==> config.mk <==
export PLATFORM = sky130hd
export DESIGN_NAME = chameleon_scheduler
export DESIGN_NICKNAME = d
export VERILOG_FILES = /design/src/rtl/chameleon_pkg.sv /design/src/rtl/chameleon_pair_finder.sv /design/src/rtl/chameleon_scheduler.sv
export SDC_FILE = /design/constraint.sdc
export NUM_CORES = 1
export LEC_CHECK = 0
export ABC_AREA = 0
export ABC_CLOCK_PERIOD_IN_PS = 4050
export CORE_AREA = 4 4 64 66
export DETAILED_ROUTE_END_ITERATION = 8
export DIE_AREA = 0 0 68 70
export PLACE_DENSITY_LB_ADDON = 0.08
export SLEW_MARGIN = 20
export SYNTH_ARGS = -nofsm -noshare
export SYNTH_HDL_FRONTEND = slang
export SYNTH_SLANG_ARGS = --single-unit
==> constraint.sdc <==
create_clock -name clock -period 4.05 [get_ports clock]
set_clock_uncertainty 0.1 [all_clocks]
set_input_delay 0.81 -clock clock [delete_from_list [all_inputs] [get_ports clock]]
set_output_delay 0.81 -clock clock [all_outputs]
set_load 0.01 [all_outputs]
==> src/rtl/chameleon_pkg.sv <==
// rtl/chameleon_pkg.sv - colour encoding and scheduler state type for the chameleon ring
package chameleon_pkg;
    localparam int COLOR_W = 2;

    localparam logic [COLOR_W-1:0] RED     = 2'd0;
    localparam logic [COLOR_W-1:0] GREEN   = 2'd1;
    localparam logic [COLOR_W-1:0] BLUE    = 2'd2;
    localparam logic [COLOR_W-1:0] ILLEGAL = 2'd3;

    typedef enum logic [1:0] {SCAN, ISSUE, SETTLE, DONE} sched_state_t;
endpackage

==> src/rtl/chameleon_pair_finder.sv <==
// rtl/chameleon_pair_finder.sv - finds the first productive pair at or after ptr, flags illegal codes
module chameleon_pair_finder
    import chameleon_pkg::*;
#(
    parameter int BITS = 2,
    localparam int N = 1 << BITS
) (
    input  logic [COLOR_W*N-1:0] colors,
    input  logic [BITS-1:0]      ptr,
    output logic                 found,
    output logic [BITS-1:0]      idx,
    output logic                 illegal
);
    // Doubling the ring lets the rotation be a plain slice with no modulo.
    logic [2*COLOR_W*N-1:0] ring2;
    logic [COLOR_W-1:0]     rot [N];
    logic [BITS-1:0]        offset;

    assign ring2 = {colors, colors};

    always_comb begin
        illegal = 1'b0;
        for (int i = 0; i < N; i++) begin
            rot[i] = ring2[COLOR_W*(int'(ptr) + i) +: COLOR_W];
            if (colors[COLOR_W*i +: COLOR_W] == ILLEGAL) illegal = 1'b1;
        end
    end

    // Descending scan so the lowest rotated offset wins.
    always_comb begin
        found  = 1'b0;
        offset = '0;
        for (int k = N - 1; k >= 0; k--) begin
            if (rot[k] != rot[(k + 1) % N]) begin
                found  = 1'b1;
                offset = BITS'(k);
            end
        end
    end

    assign idx = ptr + offset;
endmodule

==> src/rtl/chameleon_scheduler.sv <==
// rtl/chameleon_scheduler.sv - fair round-robin move scheduler for the N-chameleon ring
module chameleon_scheduler
    import chameleon_pkg::*;
#(
    parameter int BITS      = 2,
    parameter int COUNT_W   = 8,
    parameter int MAX_MOVES = 200,
    localparam int MSB = BITS - 1,
    localparam int N   = 1 << BITS
) (
    input  logic                 clock,
    input  logic                 reset_n,
    input  logic [COLOR_W*N-1:0] colors,
    input  logic                 move_ready,
    input  logic                 restart,
    output logic [MSB:0]         first,
    output logic                 move_valid,
    output logic                 done,
    output logic                 abort,
    output logic                 err,
    output logic [COUNT_W-1:0]   move_count
);
    sched_state_t       state, state_n;
    logic [MSB:0]       ptr, ptr_n, first_n;
    logic               valid_n, done_n, abort_n, err_n;
    logic [COUNT_W-1:0] count_n;
    logic               found, illegal;
    logic [MSB:0]       idx;

    chameleon_pair_finder #(.BITS(BITS)) u_finder (
        .colors  (colors),
        .ptr     (ptr),
        .found   (found),
        .idx     (idx),
        .illegal (illegal)
    );

    always_ff @(posedge clock or negedge reset_n) begin
        if (!reset_n) begin
            state      <= SCAN;
            ptr        <= '0;
            first      <= '0;
            move_valid <= 1'b0;
            done       <= 1'b0;
            abort      <= 1'b0;
            err        <= 1'b0;
            move_count <= '0;
        end else begin
            state      <= state_n;
            ptr        <= ptr_n;
            first      <= first_n;
            move_valid <= valid_n;
            done       <= done_n;
            abort      <= abort_n;
            err        <= err_n;
            move_count <= count_n;
        end
    end

    always_comb begin
        state_n = state;
        ptr_n   = ptr;
        first_n = first;
        valid_n = move_valid;
        done_n  = done;
        abort_n = abort;
        err_n   = err;
        count_n = move_count;
        case (state)
            SCAN: begin
                if (illegal) begin
                    err_n   = 1'b1;
                    state_n = DONE;
                end else if (found) begin
                    first_n = idx;
                    valid_n = 1'b1;
                    state_n = ISSUE;
                end else begin
                    done_n  = 1'b1;
                    state_n = DONE;
                end
            end
            // move_valid is always high here, so move_ready alone completes the handshake.
            ISSUE: begin
                if (move_ready) begin
                    count_n = move_count + 1'b1;
                    ptr_n   = first + 1'b1;
                    valid_n = 1'b0;
                    if (count_n == COUNT_W'(MAX_MOVES)) begin
                        abort_n = 1'b1;
                        state_n = DONE;
                    end else begin
                        state_n = SETTLE;
                    end
                end
            end
            SETTLE: state_n = SCAN;
            DONE: begin
                valid_n = 1'b0;
                if (restart) begin
                    done_n  = 1'b0;
                    abort_n = 1'b0;
                    err_n   = 1'b0;
                    count_n = '0;
                    state_n = SCAN;
                end
            end
            default: state_n = SCAN;
        endcase
    end
endmodule

Word-level counts from Yosys, hierarchy flattened
Index checks and enable logic that the tools add are counted.
Widths: inputs -> output; s select.
{ "word_totals": {"ram_bits": 0, "mem_bits_ro": 0, "n_memories": 0, "output_inout_bits": 14, "reg_bits": 18, "latchBits": 0, "in_bits": 12} }
{ "op_classes": {"mux": 34, "bitwise": 1, "shift": 4, "mul": 0, "n_reduce_logical": 12, "n_eq_ne": 19, "add_sub_neg": 6, "order_cmp": 0, "n_div": 0} }
{ "op_table": {"columns": ["operator", "n"], "rows": [
  ["$shiftx 16x32->2", 3],
  ["$mux 1", 18],
  ["$mux 2", 8],
  ["$mux 8", 2],
  ["$pmux 8 s2", 1],
  ["$shiftx 16x4->2", 1],
  ["$ne 2x2->1 const B", 7],
  ["$eq 2x2->1 const B", 6],
  ["$reduce_and 4->1", 3],
  ["$reduce_and 3->1", 3],
  ["$add 8x1->8 const B", 1],
  ["$eq 8x8->1 const B", 1],
  ["$ne 2x2->1", 4],
  ["$pmux 2 s4", 1],
  ["$add 2x2->3 const B", 2],
  ["$pmux 1 s2", 3],
  ["$reduce_and 2->1", 2],
  ["$reduce_bool 2->1", 2],
  ["$add 2x1->3 const B", 1],
  ["$pmux 1 s3", 1],
  ["$reduce_bool 3->1", 1],
  ["$add 2x1->2 const B", 1],
  ["$add 2x2->2", 1],
  ["$eq 2x1->1 const B", 1],
  ["2 further kinds", 2]
]} }

Logic depth before layout (Yosys ltp)
Gate-level depths: netlist of the first run.
{ "depth": {"ltp_word": 10, "ltp_mapped": 13} }

Cells and area by module
From an unflattened synthesis of the first run, not the netlist that was laid out.
{ "hier_totals": {"hier_cells": 167, "area_unflattened_um2": 1514.0} }
{ "by_module_without_submodules": {"columns": ["module", "instances", "area_per_inst_um2", "cells_per_inst"], "rows": [
  ["chameleon_scheduler", 1, 980.9, 99],
  ["chameleon_pair_finder", 1, 533.0, 68]
]} }

Least setup slack after synthesis of the first run
OpenSTA, ideal clock, no wires.
{ "synth_path": {"kind": "input port to flip-flop", "start": "in colors[4]", "end": "reg first[1]", "setup_time_ps": 87, "arrival_time_ps": 2607, "slack_ps": 1257, "cell_stages": 13, "path_cell_list": "buf_2 xnor2_1 o22ai_1 a21oi_2 nand2_1 a22o_1 a22o_1 ha_1 nand2b_1 and2_1 nor2_1 a2bb2oi_1 o211ai_1"} }
{ "synth_between": {"elab_chain_cells": 7, "word_cells_on_any_way": 22, "classes_between": "add/sub (1); eq/ne (5); shift (4); mux (10); bitwise (1); reduce/logical (1)"} }
{ "synth_lines": {"columns": ["element", "line", "text"], "rows": [
  ["start: declaration", "chameleon_scheduler.sv:13", "input logic [COLOR_W*N-1:0] colors,"],
  ["$shiftx 16x32->2 / $shiftx 16x4->2 (equally long branches)", "chameleon_pair_finder.sv:24", "rot[i] = ring2[COLOR_W*(int'(ptr) + i) +: COLOR_W];"],
  ["$ne 2x2->1", "chameleon_pair_finder.sv:34", "if (rot[k] != rot[(k + 1) % N]) begin"],
  ["$mux 2 / $mux 1 (equally long branches) (4 in series)", "chameleon_pair_finder.sv:34", null],
  ["$add 2x2->2 / $reduce_and 3->1 (equally long branches)", null, null],
  ["end signal: assignment", "chameleon_scheduler.sv:51", "first <= first_n;"],
  ["end: declaration", "chameleon_scheduler.sv:16", "output logic [MSB:0] first,"]
]} }
Several ways; a longest one is shown, not always the timed one.
A chain may end at the register's enable or synchronous reset.

Worst setup path after layout of the first run
Same ends and word-level chain as after synthesis.

==> metrics.cfg, run 1 <==
[run_status]
outcome = finished clean

[floorplanning]
dieHeight_um = 70
die_area_mm2 = 0.00476
core_mm2 = 0.00358
initial_core_util_pct = 38.3
die_w_um = 68
fp-row-count = 22
io-pin-count = 26

[global_route]
grt_max_degree = 19
grt_usage_pct = 14.3
first_global_vias = 1124
grt-ovfl-total = 0
grt_pass1_wl_um = 5400
antenna_found_initial = 0

[timing]
slew-limit-headroom_pct = 45.7
period_needed_ps = 3190
worstMarginPinSlew_ps = 811
holdWs_ps = 390
final_hold_viol_count = 0
tns_ps = 0
fmax_ghz = 0.313
period_share_pct = 78.8
drv_slew = 0
setup_viol = 0
rsz0062_at_grt = false

[drt]
wl_um = 3250
drt-met1-wl_um = 1510
avgViaCountPerCell = 5.31
top_layer_used = met4
remaining_drc_errors = 0
route.met2.wl_um = 1610
drt_iter0_markers = 143
dr.pass1.iters = 4
routed-via-count = 1215
met3_length_um = 111
wire_per_inst_um = 14.2
ant_nets = 0

[power_and_ir_drop]
leakage_nw = 0.651
finalPower_mw = 0.917
vdd_ir_drop_max_mv = 0.188
powerDensity_mw_per_mm2 = 549

[logic_synthesis]
synth_nets = 173
synth_seq_cells = 18
synth_commonest_cells = nand2_1 (21), dfrtp_1 (18), o21ai_0 (14), xnor2_1 (12), nor2_1 (7)
yosysTopAreaCell = dfrtp_1
yosys-top-cells-area = dfrtp_1 (33%), xnor2_1 (7.7%), nand2_1 (5.8%), o21ai_0 (5.1%), mux2i_1 (2.9%)
synth_edf_count = 0
syn_inst = 159
synth.distinct_cells = 46
yosysMostFrequentCell = nand2_1
netlist_area_mm2 = 0.00137
synth_seq_area_share_pct = 32.9
synth_ff_type = dfrtp_1
yosysTopAreaCellShare_pct = 32.9
yosysWarnings = 0
synth-async-reset-ratio_pct = 100
syn_avg_cell_area_um2 = 8.62

[cells_and_area]
fin_nets = 197
layout-drive-gt1-share_pct = 6.63
fin_util_pct = 46.6
area_growth_pct = 21.8
antennaDiodeCount = 0
design_area_mm2 = 0.00167

[job]
maxCapViolCount = 0

[critical_path]
crit_start = colors[4]
r2r_cells = 12
startpoint_type = primary input
arrival_ps = 3290
critPathKind = primary input to register
crit_fanout = 8
crit_path_end_kind = register
timing.rr.start = ptr[0]
rrSetupSlack_ps = 1200
cp.required_ps = 4150
timing.rr.end = first[1]

[hold_path]
min_to = move_valid
hold_start = move_valid
hp-class = register to register
hold_depth = 2

[clocking]
cts-resized-gates = 0
clk_pin_slew_worst_paths_ps = 90
h-tree-depth = 1
clock_sinks = 18
postCtsHoldBufs = 0
cts_made_buffers = 3
clk_latency_ps = 290
cts_tree = done
clockRootBuffer = clkbuf_4
cts_setup_buffers = 0
clock_path_buffers = 2

[placed_design]
port_buffers = 25
gp_congestion = 0.800
dpl-instance-area_mm2 = 0.00165
place_hpwl_um = 2440

[kinds of logic after synthesis]
kind of cell             after synthesis  share of synthesized area [%]
adder cells (fa/ha/maj)                2                           1.83
AO/OA/AOI/OAI                         47                           22.9
flip-flops                            18                           32.9
buffers and inverters                 10                           3.56
multiplexers                           5                           4.02
AND/OR/NAND/NOR                       62                           25.2
XOR/XNOR                              15                           9.59
[worst max-delay path by stage]
stage               slack [ps]  depth (start not counted)       end
floorplan                 1260                         13  first[1]
global placement           590                         13  first[1]
detailed placement         560                         13  first[1]
CTS                        860                         13  first[1]
global route               690                         13  first[1]
finish                     860                         13  first[1]
[through the flow]
stage          setup slack (ps)  cells
6_report                    859    229
5_1_grt                     685    229
4_1_cts                     865    229
3_5_place_dp                560    226
3_3_place_gp                594    226
2_1_floorplan              1260    159
[critical path, cell delays in order]
cell             delay, ps
clkdlybuf4s50_1        640
xnor2_1                180
o22ai_1                130
a21oi_2                250
nand2_1                 90
a22o_1                 200
a22o_1                 230
ha_1                   190
nand2b_1               150
and2_1                 190
nor2_1                  80
a2bb2oi_1               70
o211ai_1                80
[flip-flops by register name, summed over array words and instances, names as in the netlist]
| register | cells |
|---|---|
| abort | 1 |
| done | 1 |
| err | 1 |
| first | 2 |
| move_count | 8 |
| move_valid | 1 |
| ptr | 2 |
| state | 2 |
[cell usage in the layout (no fill, tap or decap), drive strengths merged, types with 2 or more instances in the layout]
cell type	netlist	final
nand4	3	3
clkbuf	2	3
nand3	6	6
nor2b	3	3
or3	2	2
o21ai	15	15
inv	4	4
nand2	22	22
o211ai	2	2
xnor2	12	12
o221ai	3	3
o22ai	3	3
mux2i	4	4
xor2	3	3
nor2	9	9
a21oi	7	7
a22o	4	4
nand2b	6	6
clkdlybuf4s50	0	25
nor3	5	5
dfrtp	18	18
and2	4	4
ha	2	2
a22oi	2	2
[area by class of cell]
cell class | instances | area, um^2
fillers | 362 | 1910
multi-input cells | 131 | 871
flip-flops and latches | 18 | 450
repair buffers | 25 | 250
well taps | 48 | 60.1
clock buffers | 3 | 22.5
inverters | 4 | 15.0
[layer usage]
layer,up-vias,global-route usage (%)
met5,-,0
met4,0,3.97
met3,2,1.77
met2,20,21.9
met1,576,20.6
li1,617,-
[where the power goes]
group	switching, mW	total, mW	internal, mW
combinational	0.249	0.488	0.239
sequential	0.109	0.342	0.233
clock	0.0525	0.0870	0.0345
total	0.410	0.917	0.507
(Power assumes the default switching activity.)
==> run 2: changes to the inputs <==
--- a/config.mk
+++ b/config.mk
@@ -6,7 +6,7 @@
 export NUM_CORES = 1
 export LEC_CHECK = 0
 export ABC_AREA = 0
-export ABC_CLOCK_PERIOD_IN_PS = 4050
+export ABC_CLOCK_PERIOD_IN_PS = 3000
 export CORE_AREA = 4 4 64 66
 export DETAILED_ROUTE_END_ITERATION = 8
 export DIE_AREA = 0 0 68 70
==> constraint.sdc (replaced) <==
create_clock -name clock -period 3 [get_ports clock]
set_clock_uncertainty 0.1 [all_clocks]
set_input_delay 0.6 -clock clock [delete_from_list [all_inputs] [get_ports clock]]
set_output_delay 0.6 -clock clock [all_outputs]
set_load 0.01 [all_outputs]
==> run 2 against run 1 <==
Effect of this change: first-iteration DRC count is 68% lower; global-route usage rose by 1.9 points; die area did not move; cell area grew 10%; critical endpoint unchanged; core utilization up 4.8 points; clock power up 34%; combinational power is 63% higher; final cell count rose by 7.9%; highest routed layer unchanged; worst hold slack gained 1.7 ps; total power increased by 48%.
==> metrics.cfg, run 2 (same netlist as run 1, synthesis figures left out) <==
[critical_path]
timing.rr.start = ptr[0]  ; unchanged
critPathKind = primary input to register  ; unchanged
crit_fanout = 4  ; was 8
startpoint_type = primary input  ; unchanged
crit_path_end_kind = register  ; unchanged
crit_start = colors[3]  ; was colors[4]
arrival_ps = 2930  ; was 3290 ps
cp.required_ps = 3070  ; was 4150 ps

[cells_and_area]
area_growth_pct = 34.3  ; was 21.8%
fin_nets = 215  ; was 197
fin_cells = 247  ; was 229
design_area_mm2 = 0.00184  ; was 0.00167 mm^2
largest-register = move_count  ; unchanged
antennaDiodeCount = 0  ; unchanged
largest_reg_flops = 8  ; unchanged
fin_util_pct = 51.4  ; was 46.6%
final_common_cell = nand2_1  ; was clkdlybuf4s50_1
layout-drive-gt1-share_pct = 17.1  ; was 6.63%
final_cell_mix = nand2_1 (21), clkdlybuf4s50_1 (20), buf_4 (18)  ; was clkdlybuf4s50_1 (25), nand2_1 (21), dfrtp_1 (18)

[clocking]
cts_made_buffers = 3  ; unchanged
postCtsHoldBufs = 0  ; unchanged
cts_tree = done  ; unchanged
clock_path_buffers = 2  ; unchanged
h-tree-depth = 1  ; unchanged
clock_sinks = 18  ; unchanged
clockRootBuffer = clkbuf_4  ; unchanged
clk_latency_ps = 280  ; was 290 ps
cts_setup_buffers = 0  ; unchanged
clk_pin_slew_worst_paths_ps = 100  ; was 90 ps

[floorplanning]
initial_core_util_pct = 38.3  ; unchanged
dieHeight_um = 70  ; unchanged
core_mm2 = 0.00358  ; unchanged
die_w_um = 68  ; unchanged
die_area_mm2 = 0.00476  ; unchanged
fp-row-count = 22  ; unchanged
io-pin-count = 26  ; unchanged

[placed_design]
place_hpwl_um = 2680  ; was 2440 um
gp_congestion = 0.948  ; was 0.800
dpl-instance-area_mm2 = 0.00178  ; was 0.00165 mm^2
dp.cells = 244  ; was 226
port_buffers = 25  ; unchanged

[timing]
final_hold_viol_count = 0  ; unchanged
tns_ps = 0  ; unchanged
rsz0062_at_grt = false  ; unchanged
period_share_pct = 95.5
slew-limit-headroom_pct = 44.4  ; was 45.7%
worstMarginPinSlew_ps = 832  ; was 811 ps
fmax_ghz = 0.349
drv_slew = 0  ; unchanged
setup_viol = 0  ; unchanged
period_needed_ps = 2870

[global_route]
antenna_found_initial = 0  ; unchanged
first_global_vias = 1335  ; was 1124
grt_usage_pct = 16.2  ; was 14.3%
grt_pass1_wl_um = 6080  ; was 5400 um
grt-ovfl-total = 0  ; unchanged
grt_max_degree = 19  ; unchanged

[drt]
dr.pass1.iters = 4  ; unchanged
wl_um = 3480  ; was 3250 um
wire_per_inst_um = 14.1  ; was 14.2 um
drt_iter0_markers = 46  ; was 143
remaining_drc_errors = 0  ; unchanged
avgViaCountPerCell = 5.19  ; was 5.31
ant_nets = 0  ; unchanged
routed-via-count = 1283  ; was 1215

[run_status]
outcome = finished clean  ; unchanged

[power_and_ir_drop]
leakage_nw = 0.800  ; was 0.651 nW
powerDensity_mw_per_mm2 = 739  ; was 549 mW/mm^2
vdd_ir_drop_max_mv = 0.249  ; was 0.188 mV

[job]
maxCapViolCount = 0  ; unchanged

[hold_path]
hold_start = move_valid  ; unchanged
hp-class = register to register  ; unchanged

run 2: through the flow:
stage | worst slack, ps | total power, mW | hold WS [ps]
2_1_floorplan | 417 | 0.925 | 204
3_3_place_gp | -78.2 | 1.23 | 359
3_5_place_dp | -142 | 1.25 | 368
4_1_cts | 158 | 1.37 | 392
5_1_grt | 6.09 | 1.49 | 432
6_report | 134 | 1.36 | 391
run 2: area by class of cell:
cell class | instances | area [um^2]
Fill cell | 351 | 1740
Multi-Input combinational cell | 131 | 893
Sequential cell | 18 | 452
Timing Repair Buffer | 43 | 398
Tap cell | 48 | 60.1
Clock buffer | 3 | 22.5
Inverter | 4 | 15.0
run 2: what timing repair did:
item,CTS,global route
setup endpoints to repair,0,1
resized for setup,0,9
endpoints found under the hold margin,0,0
run 2: critical path: stages:
cell,delay [ps]
clkdlybuf4s50_1,610
xnor2_1,190
a21oi_1,100
nor2_1,150
nand2_1,100
a22o_1,230
a22o_1,230
ha_1,180
nand2b_1,80
and2_1,140
nor2_1,40
a2bb2oi_1,160
o211ai_1,100
run 2: power breakdown:
part / leakage (nW) / total (mW) / internal (mW) / switching, mW
Clock: 0.0138 / 0.117 / 0.0465 / 0.0707
Sequential: 0.232 / 0.449 / 0.316 / 0.133
Combinational: 0.554 / 0.793 / 0.414 / 0.380
Total: 0.800 / 1.36 / 0.777 / 0.583
run 2: routing by layer:
metal	track usage, %	routed length, um	vias to the layer above	share of wire [%]
li1	-	-	657	-
met1	20.9	1560	597	45
met2	27.1	1740	23	50
met3	2.57	112	6	3.2
met4	4.86	59	0	1.7
met5	0	0	-	0
run 2: final timing paths:
check,cells after the start,slack [ps],end
setup / recovery,13,130,first[1]
hold / removal,2,390,move_valid
setup reg to reg,12,360,first[1]
hold reg to reg,2,390,move_valid
max in group asynchronous,1,1550,ptr[1]
min in group asynchronous,1,680,first[0]
==> run 3: changes to the inputs <==
--- a/config.mk
+++ b/config.mk
@@ -7,9 +7,11 @@
 export LEC_CHECK = 0
 export ABC_AREA = 0
 export ABC_CLOCK_PERIOD_IN_PS = 3000
-export CORE_AREA = 4 4 64 66
+export CORE_AREA = 2 2 62 64
+export CTS_BUF_LIST = sky130_fd_sc_hd__clkbuf_4 sky130_fd_sc_hd__clkbuf_8
 export DETAILED_ROUTE_END_ITERATION = 8
-export DIE_AREA = 0 0 68 70
+export DIE_AREA = 0 0 64 66
+export HOLD_SLACK_MARGIN = 0.12
 export PLACE_DENSITY_LB_ADDON = 0.08
 export SLEW_MARGIN = 20
 export SYNTH_ARGS = -nofsm -noshare
==> run 3 against run 2 <==
Effect of this change: wire length decreased by 1.7%; core utilization increased by 0.29 points; clock power is 3% lower; sequential cell count did not move; fmax decreased by 2.1%; sequential share of layout area barely moved.
==> metrics.cfg, run 3 (same netlist as run 1, synthesis figures left out) <==
[clocking]
clockRootBuffer = clkbuf_4  ; unchanged
h-tree-depth = 1  ; unchanged
cts-resized-gates = 0  ; unchanged
cts_tree = done  ; unchanged
cts_made_buffers = 3  ; unchanged
clock_sinks = 18  ; unchanged
clk_pin_slew_worst_paths_ps = 90  ; was 100 ps
clk_latency_ps = 280  ; about the same
postCtsHoldBufs = 0  ; unchanged
clock_path_buffers = 2  ; unchanged
cts_setup_buffers = 0  ; unchanged

[timing]
drv_slew = 0  ; unchanged
period_share_pct = 97.5  ; was 95.5%
holdWs_ps = 407  ; was 391 ps
worstMarginPinSlew_ps = 807  ; was 832 ps
slew-limit-headroom_pct = 46.0  ; was 44.4%
period_needed_ps = 2930  ; was 2870 ps
setup_slack_ps = 73.8  ; was 134 ps
fmax_ghz = 0.342  ; was 0.349 GHz
final_hold_viol_count = 0  ; unchanged
setup_viol = 0  ; unchanged

[drt]
avgViaCountPerCell = 5.38  ; was 5.19
routed-via-count = 1317  ; was 1283
remaining_drc_errors = 0  ; unchanged
dr.pass1.iters = 4  ; unchanged
wl_um = 3420  ; was 3480 um
wire_per_inst_um = 14.0  ; was 14.1 um
drt_iter0_markers = 53  ; was 46
ant_nets = 0  ; unchanged

[job]
maxCapViolCount = 0  ; unchanged

[critical_path]
path_cells = clkdlybuf4s50_1, xnor2_1, o22ai_1, a21oi_1, nand2_1, a22o_1, a22o_1, ha_1, nand2b_1, and2_1, nor2_1, a2bb2oi_1, o211ai_1  ; was clkdlybuf4s50_1, xnor2_1, a21oi_1, nor2_1, nand2_1, a22o_1, a22o_1, ha_1, nand2b_1, and2_1, nor2_1, a2bb2oi_1, o211ai_1
crit_path_frequent_cell = a22o_1
cp.required_ps = 3090  ; was 3070 ps
crit_buf_inv = 1  ; unchanged
startpoint_type = primary input  ; unchanged
arrival_ps = 3010  ; was 2930 ps
critPathKind = primary input to register  ; unchanged
cpLargestDelayFamily = compound AO/OA/AOI/OAI gates  ; unchanged
cp_slowest_cell = clkdlybuf4s50_1  ; unchanged
crit_path_max_incr_delay_ps = 500  ; was 610 ps
crit_fanout = 3  ; was 4
crit_path_end_kind = register  ; unchanged

[power_and_ir_drop]
leakage_nw = 0.793  ; was 0.800 nW
vdd_ir_drop_max_mv = 0.285  ; was 0.249 mV
finalPower_mw = 1.36  ; about the same
powerDensity_mw_per_mm2 = 738  ; was 739 mW/mm^2

[global_route]
grt-ovfl-total = 0  ; unchanged
grt_usage_pct = 17.8  ; was 16.2%
antenna_found_initial = 0  ; unchanged
grt_max_degree = 19  ; unchanged
grt_pass1_wl_um = 5960  ; was 6080 um
first_global_vias = 1344  ; was 1335

[cells_and_area]
antennaDiodeCount = 0  ; unchanged
fin_cells = 245  ; was 247
fin_nets = 213  ; was 215
layout-drive-gt1-share_pct = 16.8  ; was 17.1%
largest-register = move_count  ; unchanged
largest_reg_flops = 8  ; unchanged
area_growth_pct = 34.1  ; was 34.3%
final_cell_mix = nand2_1 (21), clkdlybuf4s50_1 (21), dfrtp_1 (18)  ; was nand2_1 (21), clkdlybuf4s50_1 (20), buf_4 (18)
fin_util_pct = 51.7  ; was 51.4%

[floorplanning]
die_area_mm2 = 0.00422  ; was 0.00476 mm^2
io-pin-count = 26  ; unchanged
fp-row-count = 22  ; unchanged
die_w_um = 64  ; was 68 um
initial_core_util_pct = 38.6  ; was 38.3%
core_mm2 = 0.00355  ; was 0.00358 mm^2
dieHeight_um = 66  ; was 70 um

[run_status]
outcome = finished clean  ; unchanged

[placed_design]
place_hpwl_um = 2670  ; was 2680 um
dp_slack_ps = -214  ; was -142 ps
dp.cells = 242  ; was 244
gp_congestion = 0.816  ; was 0.948
port_buffers = 25  ; unchanged

[hold_path]
hp-class = register to register  ; unchanged

[run 3: changes by cell type in the layout (fill, tap and decap cells not counted), sizes merged]
cell	change
clkdlybuf4s50	+1
buf	-2
dlymetal6s2s	-1
[run 3: worst paths after layout]
kind                            start  cells past startpoint             to  slack, ps
setup reg to reg               ptr[0]                     12       first[1]        330
max in group asynchronous     reset_n                      1  move_count[5]       1620
min in group asynchronous     reset_n                      1  move_count[0]        680
hold reg to reg            move_valid                      2     move_valid        410
hold / removal             move_valid                      2     move_valid        410
setup / recovery            colors[7]                     13       first[1]         70
[run 3: cell type report]
type	count	area (um^2)
Clock buffer	3	22.5
Fill cell	330	1710
Inverter	4	15.0
Multi-Input combinational cell	131	908
Sequential cell	18	450
Tap cell	48	60.1
Timing Repair Buffer	41	380
[run 3: through the flow]
step                      instance area, um^2  setup TNS [ps]
after global routing                     1840           -3.67
after CTS                                1790               0
after floorplan                          1370               0
after global placement                   1770            -100
after detailed placement                 1770            -214
final                                    1840               0
[run 3: metal layers]
metal  wire, um  share of wire (%)  up-vias  GRT usage, %
li1           -                  -      654             -
met1       1500                 44      636          20.8
met2       1770                 52       25          32.6
met3        123                3.6        2          2.73
met4         23               0.67        0          6.79
met5          0                  0        -             0
[run 3: power breakdown]
part           switching [mW]  internal (mW)
clock network          0.0661         0.0465
logic                   0.401          0.413
registers               0.115          0.315
[run 3: worst register-to-register path: stages, from the launching register on]
cell and delay, ps:
dfrtp_1 480, or2b_1 270, o221ai_1 150, a21oi_1 210, nand2_1 110, a22o_1 250, a22o_1 230, ha_1 190
nand2b_1 160, and2_1 170, nor2_1 90, a2bb2oi_1 70, o211ai_1 100
